==> config.mk <==
export PLATFORM = sky130hd
export DESIGN_NAME = fetch_stage
export DESIGN_NICKNAME = d
export VERILOG_FILES = /design/src/rtl/fetch_stage.sv
export SDC_FILE = /design/constraint.sdc
export NUM_CORES = 1
export LEC_CHECK = 0
export BUFFER_PORTS_ARGS = -buffer_cell sky130_fd_sc_hd__buf_2
export CAP_MARGIN = 40
export CORE_MARGIN = 1.5
export CORE_UTILIZATION = 38
export CTS_CLUSTER_DIAMETER = 80
export CTS_CLUSTER_SIZE = 8
export DETAILED_ROUTE_END_ITERATION = 6
export GPL_ROUTABILITY_DRIVEN = 0
export GPL_TIMING_DRIVEN = 0
export MAX_ROUTING_LAYER = met4
export PLACE_DENSITY = 0.65
export SYNTH_ARGS = -nofsm -noshare
export SYNTH_HDL_FRONTEND = slang
export SYNTH_SLANG_ARGS = --single-unit
export TNS_END_PERCENT = 30
==> constraint.sdc <==
create_clock -name clk -period 2.2 [get_ports clk]
set_input_delay 0.22 -clock clk [delete_from_list [all_inputs] [get_ports clk]]
set_output_delay 0.22 -clock clk [all_outputs]
set_load 0.005 [all_outputs]
==> src/rtl/fetch_stage.sv <==
// fetch_stage: IF stage with a single outstanding imem request, a
// one-entry stall buffer and redirect flushing into the IF/ID register.
//
// Ports:
//   clk, rstn          clock, async active-low reset
//   npc, redirect      redirect target and strobe from next-PC unit
//   stall              hazard-unit hold of IF/ID
//   imem_req/addr      fetch request pulse and address (== pc)
//   imem_rvalid/rdata  instruction memory response
//   pc                 current fetch PC
//   id_pc/inst/valid   IF/ID register
module fetch_stage #(
  parameter logic [31:0] RESET_PC = 32'h0000_0000
) (
  input  logic        clk,
  input  logic        rstn,
  input  logic [31:0] npc,
  input  logic        redirect,
  input  logic        stall,
  output logic        imem_req,
  output logic [31:0] imem_addr,
  input  logic        imem_rvalid,
  input  logic [31:0] imem_rdata,
  output logic [31:0] pc,
  output logic [31:0] id_pc,
  output logic [31:0] id_inst,
  output logic        id_valid
);

  localparam logic [31:0] NOP = 32'h0000_0013;

  typedef enum logic [1:0] {
    S_REQ,
    S_WAIT,
    S_HOLD,
    S_DROP
  } state_t;

  state_t      state_q, state_d;
  logic [31:0] pc_q, pc_d;
  logic [31:0] buf_q, buf_d;
  logic [31:0] idpc_q, idpc_d;
  logic [31:0] idinst_q, idinst_d;
  logic        idv_q, idv_d;
  logic [31:0] pc_tgt;
  logic [31:0] pc_inc;

  assign pc_tgt = {npc[31:2], 2'b00};
  assign pc_inc = pc_q + 32'd4;

  always_comb begin
    state_d  = state_q;
    pc_d     = pc_q;
    buf_d    = buf_q;
    idpc_d   = idpc_q;
    idinst_d = idinst_q;
    // no write this cycle: bubble unless held
    idv_d    = stall ? idv_q : 1'b0;
    unique case (state_q)
      S_REQ: begin
        state_d = redirect ? S_DROP : S_WAIT;
      end
      S_WAIT: begin
        if (imem_rvalid) begin
          if (redirect) begin
            state_d = S_REQ;
          end else if (stall) begin
            buf_d   = imem_rdata;
            state_d = S_HOLD;
          end else begin
            idinst_d = imem_rdata;
            idpc_d   = pc_q;
            idv_d    = 1'b1;
            pc_d     = pc_inc;
            state_d  = S_REQ;
          end
        end else if (redirect) begin
          // response still in flight: swallow it
          state_d = S_DROP;
        end
      end
      S_HOLD: begin
        if (redirect) begin
          state_d = S_REQ;
        end else if (!stall) begin
          idinst_d = buf_q;
          idpc_d   = pc_q;
          idv_d    = 1'b1;
          pc_d     = pc_inc;
          state_d  = S_REQ;
        end
      end
      S_DROP: begin
        if (imem_rvalid) state_d = S_REQ;
      end
    endcase
    if (redirect) begin
      pc_d  = pc_tgt;
      idv_d = 1'b0;
    end
  end

  always_ff @(posedge clk or negedge rstn) begin
    if (!rstn) begin
      state_q  <= S_REQ;
      pc_q     <= RESET_PC;
      buf_q    <= '0;
      idpc_q   <= '0;
      idinst_q <= NOP;
      idv_q    <= 1'b0;
    end else begin
      state_q  <= state_d;
      pc_q     <= pc_d;
      buf_q    <= buf_d;
      idpc_q   <= idpc_d;
      idinst_q <= idinst_d;
      idv_q    <= idv_d;
    end
  end

  // gated by rstn so no request escapes while reset is held
  assign imem_req  = rstn & (state_q == S_REQ);
  assign imem_addr = pc_q;
  assign pc        = pc_q;
  assign id_pc     = idpc_q;
  assign id_inst   = idinst_q;
  assign id_valid  = idv_q;

endmodule

Yosys cells after proc, flatten, opt, wreduce, memory -nomap -nowiden
Index checks and enable logic that the tools add are counted.

storage, ports and cells
  register bits = 131
  bits in latches = 0
  bits in writable memories = 0
  ROM bits = 0
  output and inout bits = 130
  word-level logic and storage cells = 56
  memories = 0

cells by class
  add/sub/neg operators = 1
  multiply operators = 0
  div/mod/pow operators = 0
  $lt $le $gt $ge = 0
  equal/unequal tests = 11
  shift operators = 0
  mux-type cells = 28
  bitwise operators = 2
  reductions and logical operators = 8

operators with widths
  cell                     number
  $mux W32                 11
  $pmux W32 S2             3
  $add A32 B3 Y32 const B  1
  $mux W2                  8
  $ne A2 B2 Y1 const B     6
  $pmux W2 S4              1
  $ne A3 B3 Y1 const B     2
  $reduce_and A6 Y1        1
  $eq A2 B2 Y1 const B     2
  $mux W1                  4
  $reduce_and A2 Y1        2
  $reduce_and A4 Y1        1
  $reduce_and A3 Y1        1
  $reduce_bool A3 Y1       1
  $eq A2 B1 Y1 const B     1
  $logic_not A2 Y1         1
  $pmux W1 S2              1
  $reduce_bool A2 Y1       1
  $and A1 B1 Y1            1
  $not A1 Y1               1

Logic depth before layout (Yosys ltp)
Gate-level depths: netlist of the first run.

  depth in word-level cells = 5
  gate-level depth with buffers = 9
  depth with buffers taken out = 6

Least setup slack after synthesis of the first run
OpenSTA, ideal clock, no wires.

  path type = register to register
  start = register state_q[0]
  end = register pc_q[22] (netlist: imem_addr[22])
  library setup time = 0.082 ns
  data arrival time = 2.179 ns
  data required time = 2.118 ns
  setup slack = -0.061 ns
  stages on the path, launching flop included = 9
  buffers on the path = 2
  period minus slack after synthesis = 2.261 ns
  path through = dfrtp_1 -> inv_1 -> ha_1 -> buf_2 -> mux2i_1 -> or4_1 -> buf_2 -> or4_1 -> a31oi_1

on the way
  cells in the longest elaborated chain, start to end = 3

ends and longest elaborated chain
  item                                           line  RTL
  start: declaration                             39    state_t state_q, state_d;
  start signal: assignment                       112   state_q <= state_d;
  $eq A2 B2 Y1 or $eq A2 B1 Y1 (tied branches)   59    unique case (state_q)
  $pmux W32 S2 (tied with other cells)           59
  $mux W32 or $reduce_and A2 Y1 (tied branches)  -
  end signal: assignment                         113   pc_q <= pc_d;
  end: declaration                               40    logic [31:0] pc_q, pc_d;

Parallel ways exist; a longest one is shown, timed or not.
A chain may end at the register's enable or synchronous reset.

Worst setup path in the final report of the first run
  start = register state_q[0]
  end = register pc_q[18] (netlist: imem_addr[18])

The elaborated chain is that of the path after synthesis.

==> results of run 1 <==
worst max-delay path, stage by stage (launching register included):
cell                      delay (ns)
sky130_fd_sc_hd__dfrtp_2        0.42
sky130_fd_sc_hd__buf_6          0.12
sky130_fd_sc_hd__ha_4           0.16
sky130_fd_sc_hd__mux2i_2        0.15
sky130_fd_sc_hd__or4_1          0.53
sky130_fd_sc_hd__buf_6          0.16
sky130_fd_sc_hd__or4_1          0.46
sky130_fd_sc_hd__a31oi_1        0.20
layer usage:
metal | share of wire | vias up | routed length, microns
met1 | 0.44 | 2388 | 7160
met3 | 0.082 | 13 | 1330
met4 | 0.0089 | 0 | 143
met5 | 0 | - | 0
li1 | - | 2404 | -
met2 | 0.46 | 175 | 7500
power breakdown:
group          switching, uW  total [uW]  leakage, uW  internal, uW
registers                545        3860      0.00151          3310
logic                   1710        3480      0.00198          1770
clock network           1100        3010     0.000305          1910
placed cells by master (no fill, tap or decap), drive strengths merged, types with 3 or more instances in the layout:
cell and instances:
dlygate4sd3 3, o31a 4, dfstp 3, or4 14
o21ai 47, and4 3, dfrtp 124, o31ai 9
a31oi 14, a21oi 5, nand4 13, nor4 4
xor2 3, conb 6, nor3b 3, nor3 3
inv 10, diode 4, or3 7, mux2 64
nand3 9, bufinv 4, mux2i 36, nor2 22
nand2 55, buf 245, xnor2 5, clkinv 4
clkbuf 37, nand2b 4, ha 6
metrics by stage:
stage,setup TNS (ns),instances,hold slack (ns),cell area (sq um)
2_1_floorplan,0,554,-0.0756,6180
3_3_place_gp,-121.54,959,0.429,7390
3_5_place_dp,-8.79,960,0.259,7430
4_1_cts,-0.847,995,0.00211,8130
5_1_grt,-1.09,1005,0.00873,8260
6_report,-0.320,1006,0.0175,8260
synth_stat cells, types with 2 or more instances:
library cell               instances
sky130_fd_sc_hd__mux2i_1          36
sky130_fd_sc_hd__dfstp_2           3
sky130_fd_sc_hd__nand4_1          12
sky130_fd_sc_hd__nor2b_1           2
sky130_fd_sc_hd__clkbuf_1         18
sky130_fd_sc_hd__and4_1            3
sky130_fd_sc_hd__buf_2             4
sky130_fd_sc_hd__nor3b_1           3
sky130_fd_sc_hd__nor4_1            3
sky130_fd_sc_hd__nand2_1          55
sky130_fd_sc_hd__nor3_1            3
sky130_fd_sc_hd__ha_1              6
sky130_fd_sc_hd__nor4b_1           2
sky130_fd_sc_hd__inv_1             5
sky130_fd_sc_hd__or4_1            13
sky130_fd_sc_hd__nand3_1           9
sky130_fd_sc_hd__o31ai_1           9
sky130_fd_sc_hd__clkbuf_2          2
sky130_fd_sc_hd__or3_1             7
sky130_fd_sc_hd__nand2b_1          4
sky130_fd_sc_hd__xor2_1            3
sky130_fd_sc_hd__nor2_1           22
sky130_fd_sc_hd__dfrtp_1         124
sky130_fd_sc_hd__o31a_1            4
sky130_fd_sc_hd__o21ai_0          47
sky130_fd_sc_hd__xnor2_1           5
sky130_fd_sc_hd__buf_1             5
sky130_fd_sc_hd__mux2_2           64
sky130_fd_sc_hd__buf_6             2
sky130_fd_sc_hd__a31oi_1          14
sky130_fd_sc_hd__a21oi_1           5
sky130_fd_sc_hd__buf_4            37
sky130_fd_sc_hd__and2_1            2
sky130_fd_sc_hd__o211ai_1          2
flip-flops by register name, summed over array words and instances (netlist names):
name	cells
buf_q	32
id_inst	32
id_pc	30
id_valid	1
imem_addr	30
state_q	2
repair_timing:
action	4_1_cts	5_1_grt
endpoints found under the setup margin	68	50
setup buffers	0	7
cloned	0	0
hold buffers	3	0
endpoints found under the hold margin	60	0
pin swaps	3	14
gates resized for setup	12	19
worst paths after layout:
check / startpoint / end / slack (ns) / cells past startpoint
worst min-delay path: npc[7] / imem_addr[7] / 0.02 / 3
worst max-delay path: state_q[0] / imem_addr[18] / -0.09 / 7
max in group asynchronous: rstn / id_inst[4] / 1.07 / 3
worst min register to register: id_inst[7] / id_inst[7] / 0.47 / 2
worst max register to register: state_q[0] / imem_addr[18] / -0.09 / 7
min in group asynchronous: rstn / id_pc[14] / 0.36 / 2
logic make-up after synthesis:
group / count (synthesis)
AO/OA/AOI/OAI: 88
XOR/XNOR: 8
adder cells (fa/ha/maj): 6
buffers and inverters: 73
flip-flops: 127
multiplexers: 100
other: 1
AND/OR/NAND/NOR: 146
area by class of cell:
cell class	instances	share of cell area
inverters	5	0.00227
plain buffers	68	0.0533
diodes	4	0.00121
well taps	216	0.0327
repair buffers	200	0.129
clock buffers	17	0.0515
flip-flops and latches	127	0.386
clock inverters	15	0.0250
multi-input cells	354	0.319
==> impl_metrics.yaml, run 1 <==
run_status:
  run_status: "complete, but fails checks"
  violations: "negative setup slack"
cts:
  numClockSinks: 127
  worst_skew_pair.late_latency_ns: 0.41
  tritoncts: "done"
  clockBufferDepth: 2
  clkSlewWorstSetupHoldPaths_ns: 0.06
  clock_tree.root_cell: "sky130_fd_sc_hd__clkbuf_16"
  cts-buffers-inserted: 17
  htreeDepth: 4
grt:
  met2_usage: 0.304
  total_routing_usage_reported_by_global_routing: 0.200
  met3_usage: 0.0664
  grt_overflow: 0
  grt_max_degree: 68
  grt_pass1_vias: 4655
  grt_busiest_layer: "met2"
  grt.met1_usage: 0.254
  grt_antenna_before_repair: 3
  grt_first_pass_wirelength_mm: 25.0
worst_setup_path:
  setup.worst_path.start_class: "register"
  worst-setup-path-type: "reg2reg"
  critical_path.endpoint_type: "register"
  worstPathRequired_ns: 2.53
  arr_time_crit_path_ns: 2.62
  crit_fanout: 7
floorplan:
  row_count: 46
  floorplan.initialDensity: 0.389
  pin_count: 199
  placeableCoreArea_sq_um: 15800
  die_width_microns: 130
  die-area_sq_um: 17000
  die_y_microns: 130
synthesis:
  multiplexer_share_of_the_synthesized_area: 0.176
  synth_largest_type_area_fraction: 0.504
  netlist_instances: 549
  synth_simple_gate_area_share: 0.126
  post_synth.cell_area_avg_sq_um: 11.2
  synth-xor-area-share: 0.0114
  main_combinational_cell_family_by_area_after_synthesis: "multiplexers"
  number_of_enable_flip_flop_cells_after_synthesis: 0
  synth_seq_area_share: 0.517
  synth_cell_type_count: 48
  synth_seq_cells: 127
  postSynth.topFlopCell: "sky130_fd_sc_hd__dfrtp_1"
  synthDominantAreaCellType: "sky130_fd_sc_hd__dfrtp_1"
  synthAdderAreaFrac: 0.0122
  post_synth_main_area_contributors: "sky130_fd_sc_hd__dfrtp_1 50%, sky130_fd_sc_hd__mux2_2 12%, sky130_fd_sc_hd__mux2i_1 5.9%"
  ys.warnings.count: 0
  synth_compound_area_frac: 0.0860
  ys_async_sr_fraction: 1.00
  syn_area_sq_um: 6150
layout:
  utilization: 0.522
  flow.area_growth_from_synthesis_pct: 34.3
  multiInputGateArea_sq_um: 2640
  final_layout_size_suffix_gt1_frac: 0.471
  ff_latch_area_sq_um: 3190
  fillCellCount: 1435
  final_nets: 848
sta:
  final-setup-viol-count: 7
  timing_worst_slew_pin_value_ns: 0.772
  max-slew-margin-rel: 0.485
  timing.final.crit_share: 1.04
  worst_slack_ns: -0.0931
  fin_crit_ns: 2.29
  finalClockSkew_ns: 0.00641
  finalHoldViolations: 0
  grt_setup_unrepaired: "true"
  max_freq_ghz: 0.436
  drv_slew: 0
detailed_routing:
  vias_per_cell: 4.95
  routed_wire_length_per_instance_microns: 16.0
  drc: 0
  vias: 4980
  drt_pre_antenna_iters: 4
  initialDrtViolationCount: 246
  final_wirelength_mm: 16.1
  remaining_antenna_violation_count_after_routing: 0
hold_path:
  hold_class: "in2reg"
power_and_ir_drop:
  ir_worst_vdd_uv: 780
  total_leakage_power_uw: 0.00379
  power_uw: 10400
  powerDensity_nw_per_um2: 1250
flow_run:
  drv_cap: 0
place:
  pre_cts_ws_ns: -0.244
  hpwl_mm: 11.4
  io_buffer_count: 189
Note: power is estimated with default switching activity, not from simulation.
==> run 2: changes to the inputs <==
--- a/config.mk
+++ b/config.mk
@@ -16,6 +16,7 @@
 export GPL_TIMING_DRIVEN = 0
 export MAX_ROUTING_LAYER = met4
 export PLACE_DENSITY = 0.65
+export SKIP_LAST_GASP = 1
 export SYNTH_ARGS = -nofsm -noshare
 export SYNTH_HDL_FRONTEND = slang
 export SYNTH_SLANG_ARGS = --single-unit
==> impl_metrics.yaml, run 2 (synthesis gave the netlist of run 1 again) <==
floorplan:
  row_count: 46
  pin_count: 199
  die-area_sq_um: 17000
  floorplan.initialDensity: 0.389
  placeableCoreArea_sq_um: 15800
  die_width_microns: 130
  die_y_microns: 130
sta:
  fin_crit_ns: 2.29
  worst_slack_ns: -0.0867
  fin_worst_hold_slack_ns: 0.0134
  finalClockSkew_ns: 0.00684
  max_freq_ghz: 0.437
  drv_slew: 0
  finalHoldViolations: 0
  grt_setup_unrepaired: "true"
  timing_worst_slew_pin_value_ns: 0.773
  max-slew-margin-rel: 0.485
  timing.final.crit_share: 1.04
  final-setup-viol-count: 8
layout:
  utilization: 0.524
  mostFrequentLayoutCell: "sky130_fd_sc_hd__buf_2"
  finish.cell_count_without_fillers: 1007
  final_nets: 849
  final_layout_size_suffix_gt1_frac: 0.468
  flow.area_growth_from_synthesis_pct: 34.7
  layout_common_cells: "189 x sky130_fd_sc_hd__buf_2, 121 x sky130_fd_sc_hd__dfrtp_1, 64 x sky130_fd_sc_hd__mux2_2, 55 x sky130_fd_sc_hd__nand2_1, 47 x sky130_fd_sc_hd__o21ai_0"
detailed_routing:
  final_wirelength_mm: 16.2
  initialDrtViolationCount: 206
  remaining_antenna_violation_count_after_routing: 0
  drc: 0
  routed_wire_length_per_instance_microns: 16.1
  drt_pre_antenna_iters: 5
  vias: 4978
  vias_per_cell: 4.94
worst_setup_path:
  reg2reg_setup_slack_ns: -0.09
  reg2regPathDepth: 7
  crit_fanout: 7
  r2r-end: "imem_addr[18]"
  timing.rr.start: "state_q[0]"
  arr_time_crit_path_ns: 2.62
  worstPathRequired_ns: 2.53
  worst-setup-path-type: "reg2reg"
  critical_path.endpoint_type: "register"
  setup.worst_path.start_class: "register"
hold_path:
  hold_depth: 3
  min_delay_src: "npc[7]"
  worstHoldEndpoint: "imem_addr[7]"
  hold_class: "in2reg"
place:
  place_inst: 960
  io_buffer_count: 189
  hpwl_mm: 11.4
grt:
  grt_first_pass_wirelength_mm: 25.1
  grt_antenna_before_repair: 3
  grt_pass1_vias: 4661
  grt_overflow: 0
  total_routing_usage_reported_by_global_routing: 0.200
  grt_max_degree: 68
cts:
  tritoncts: "done"
  worst_skew_pair.late_latency_ns: 0.42
  clockBufferDepth: 2
  clkSlewWorstSetupHoldPaths_ns: 0.06
  clock_tree.root_cell: "sky130_fd_sc_hd__clkbuf_16"
  numClockSinks: 127
  htreeDepth: 4
  cts-buffers-inserted: 17
flow_run:
  drv_cap: 0
power_and_ir_drop:
  ir_worst_vdd_uv: 780
  total_leakage_power_uw: 0.00380
  power_uw: 10300
  powerDensity_nw_per_um2: 1250
run_status:
  violations: "negative setup slack"
  run_status: "complete, but fails checks"
[run 2: layout make-up]
class | count | area [sq um]
Multi-Input combinational cell | 354 | 2650
Tap cell | 216 | 270
Antenna cell | 4 | 10.0
Clock buffer | 17 | 425
Fill cell | 1426 | 7540
Clock inverter | 15 | 206
Timing Repair Buffer | 201 | 1070
Sequential cell | 127 | 3190
Buffer | 68 | 447
Inverter | 5 | 18.8
[run 2: worst max-delay path by stage]
| stage | start | to | slack, ns | depth (start not counted) |
|---|---|---|---|---|
| after floorplan | state_q[0] | imem_addr[22] | 0.01 | 8 |
| after global placement | rstn | imem_req | -0.94 | 3 |
| after detailed placement | state_q[1] | id_inst[18] | -0.24 | 7 |
| after CTS | state_q[0] | imem_addr[18] | -0.19 | 8 |
| after global routing | state_q[0] | imem_addr[18] | -0.16 | 7 |
| final | state_q[0] | imem_addr[18] | -0.09 | 7 |
[run 2: report_power, final]
| part | switching (uW) | internal, uW | total, uW |
|---|---|---|---|
| registers | 546 | 3310 | 3860 |
| logic | 1710 | 1760 | 3470 |
| clock network | 1110 | 1910 | 3020 |
[run 2: per-layer routing]
| metal | vias to the layer above | global-route usage | part of all wire |
|---|---|---|---|
| met5 | - | - | 0 |
| met4 | 0 | 0.0556 | 0.0062 |
| met3 | 9 | 0.0689 | 0.086 |
| met2 | 181 | 0.306 | 0.47 |
| met1 | 2385 | 0.252 | 0.44 |
| li1 | 2403 | - | - |
[run 2: worst max-delay path, stage by stage (launching register included)]
cell and delay (ns):
sky130_fd_sc_hd__dfrtp_2 0.42, sky130_fd_sc_hd__buf_6 0.12, sky130_fd_sc_hd__ha_4 0.16, sky130_fd_sc_hd__mux2i_2 0.15, sky130_fd_sc_hd__or4_1 0.53, sky130_fd_sc_hd__buf_6 0.16
sky130_fd_sc_hd__or4_1 0.46, sky130_fd_sc_hd__a31oi_1 0.19
[run 2: repair_timing]
item                                    in CTS  in global routing
endpoints found under the setup margin      68                 83
pin swaps                                    0                 18
hold buffers                                 3                  0
hold endpoints to repair                    60                  0
buffers inserted                             0                  8
resized for setup                            1                 32
[run 2: stage by stage]
step / TNS, ns / area, sq um / worst slack, ns
after floorplan: 0 / 6180 / 0.00953
after global placement: -121.54 / 7390 / -0.941
after detailed placement: -8.79 / 7430 / -0.244
after CTS: -2.84 / 8090 / -0.193
after global routing: -5.78 / 8280 / -0.158
final: -0.296 / 8290 / -0.0867
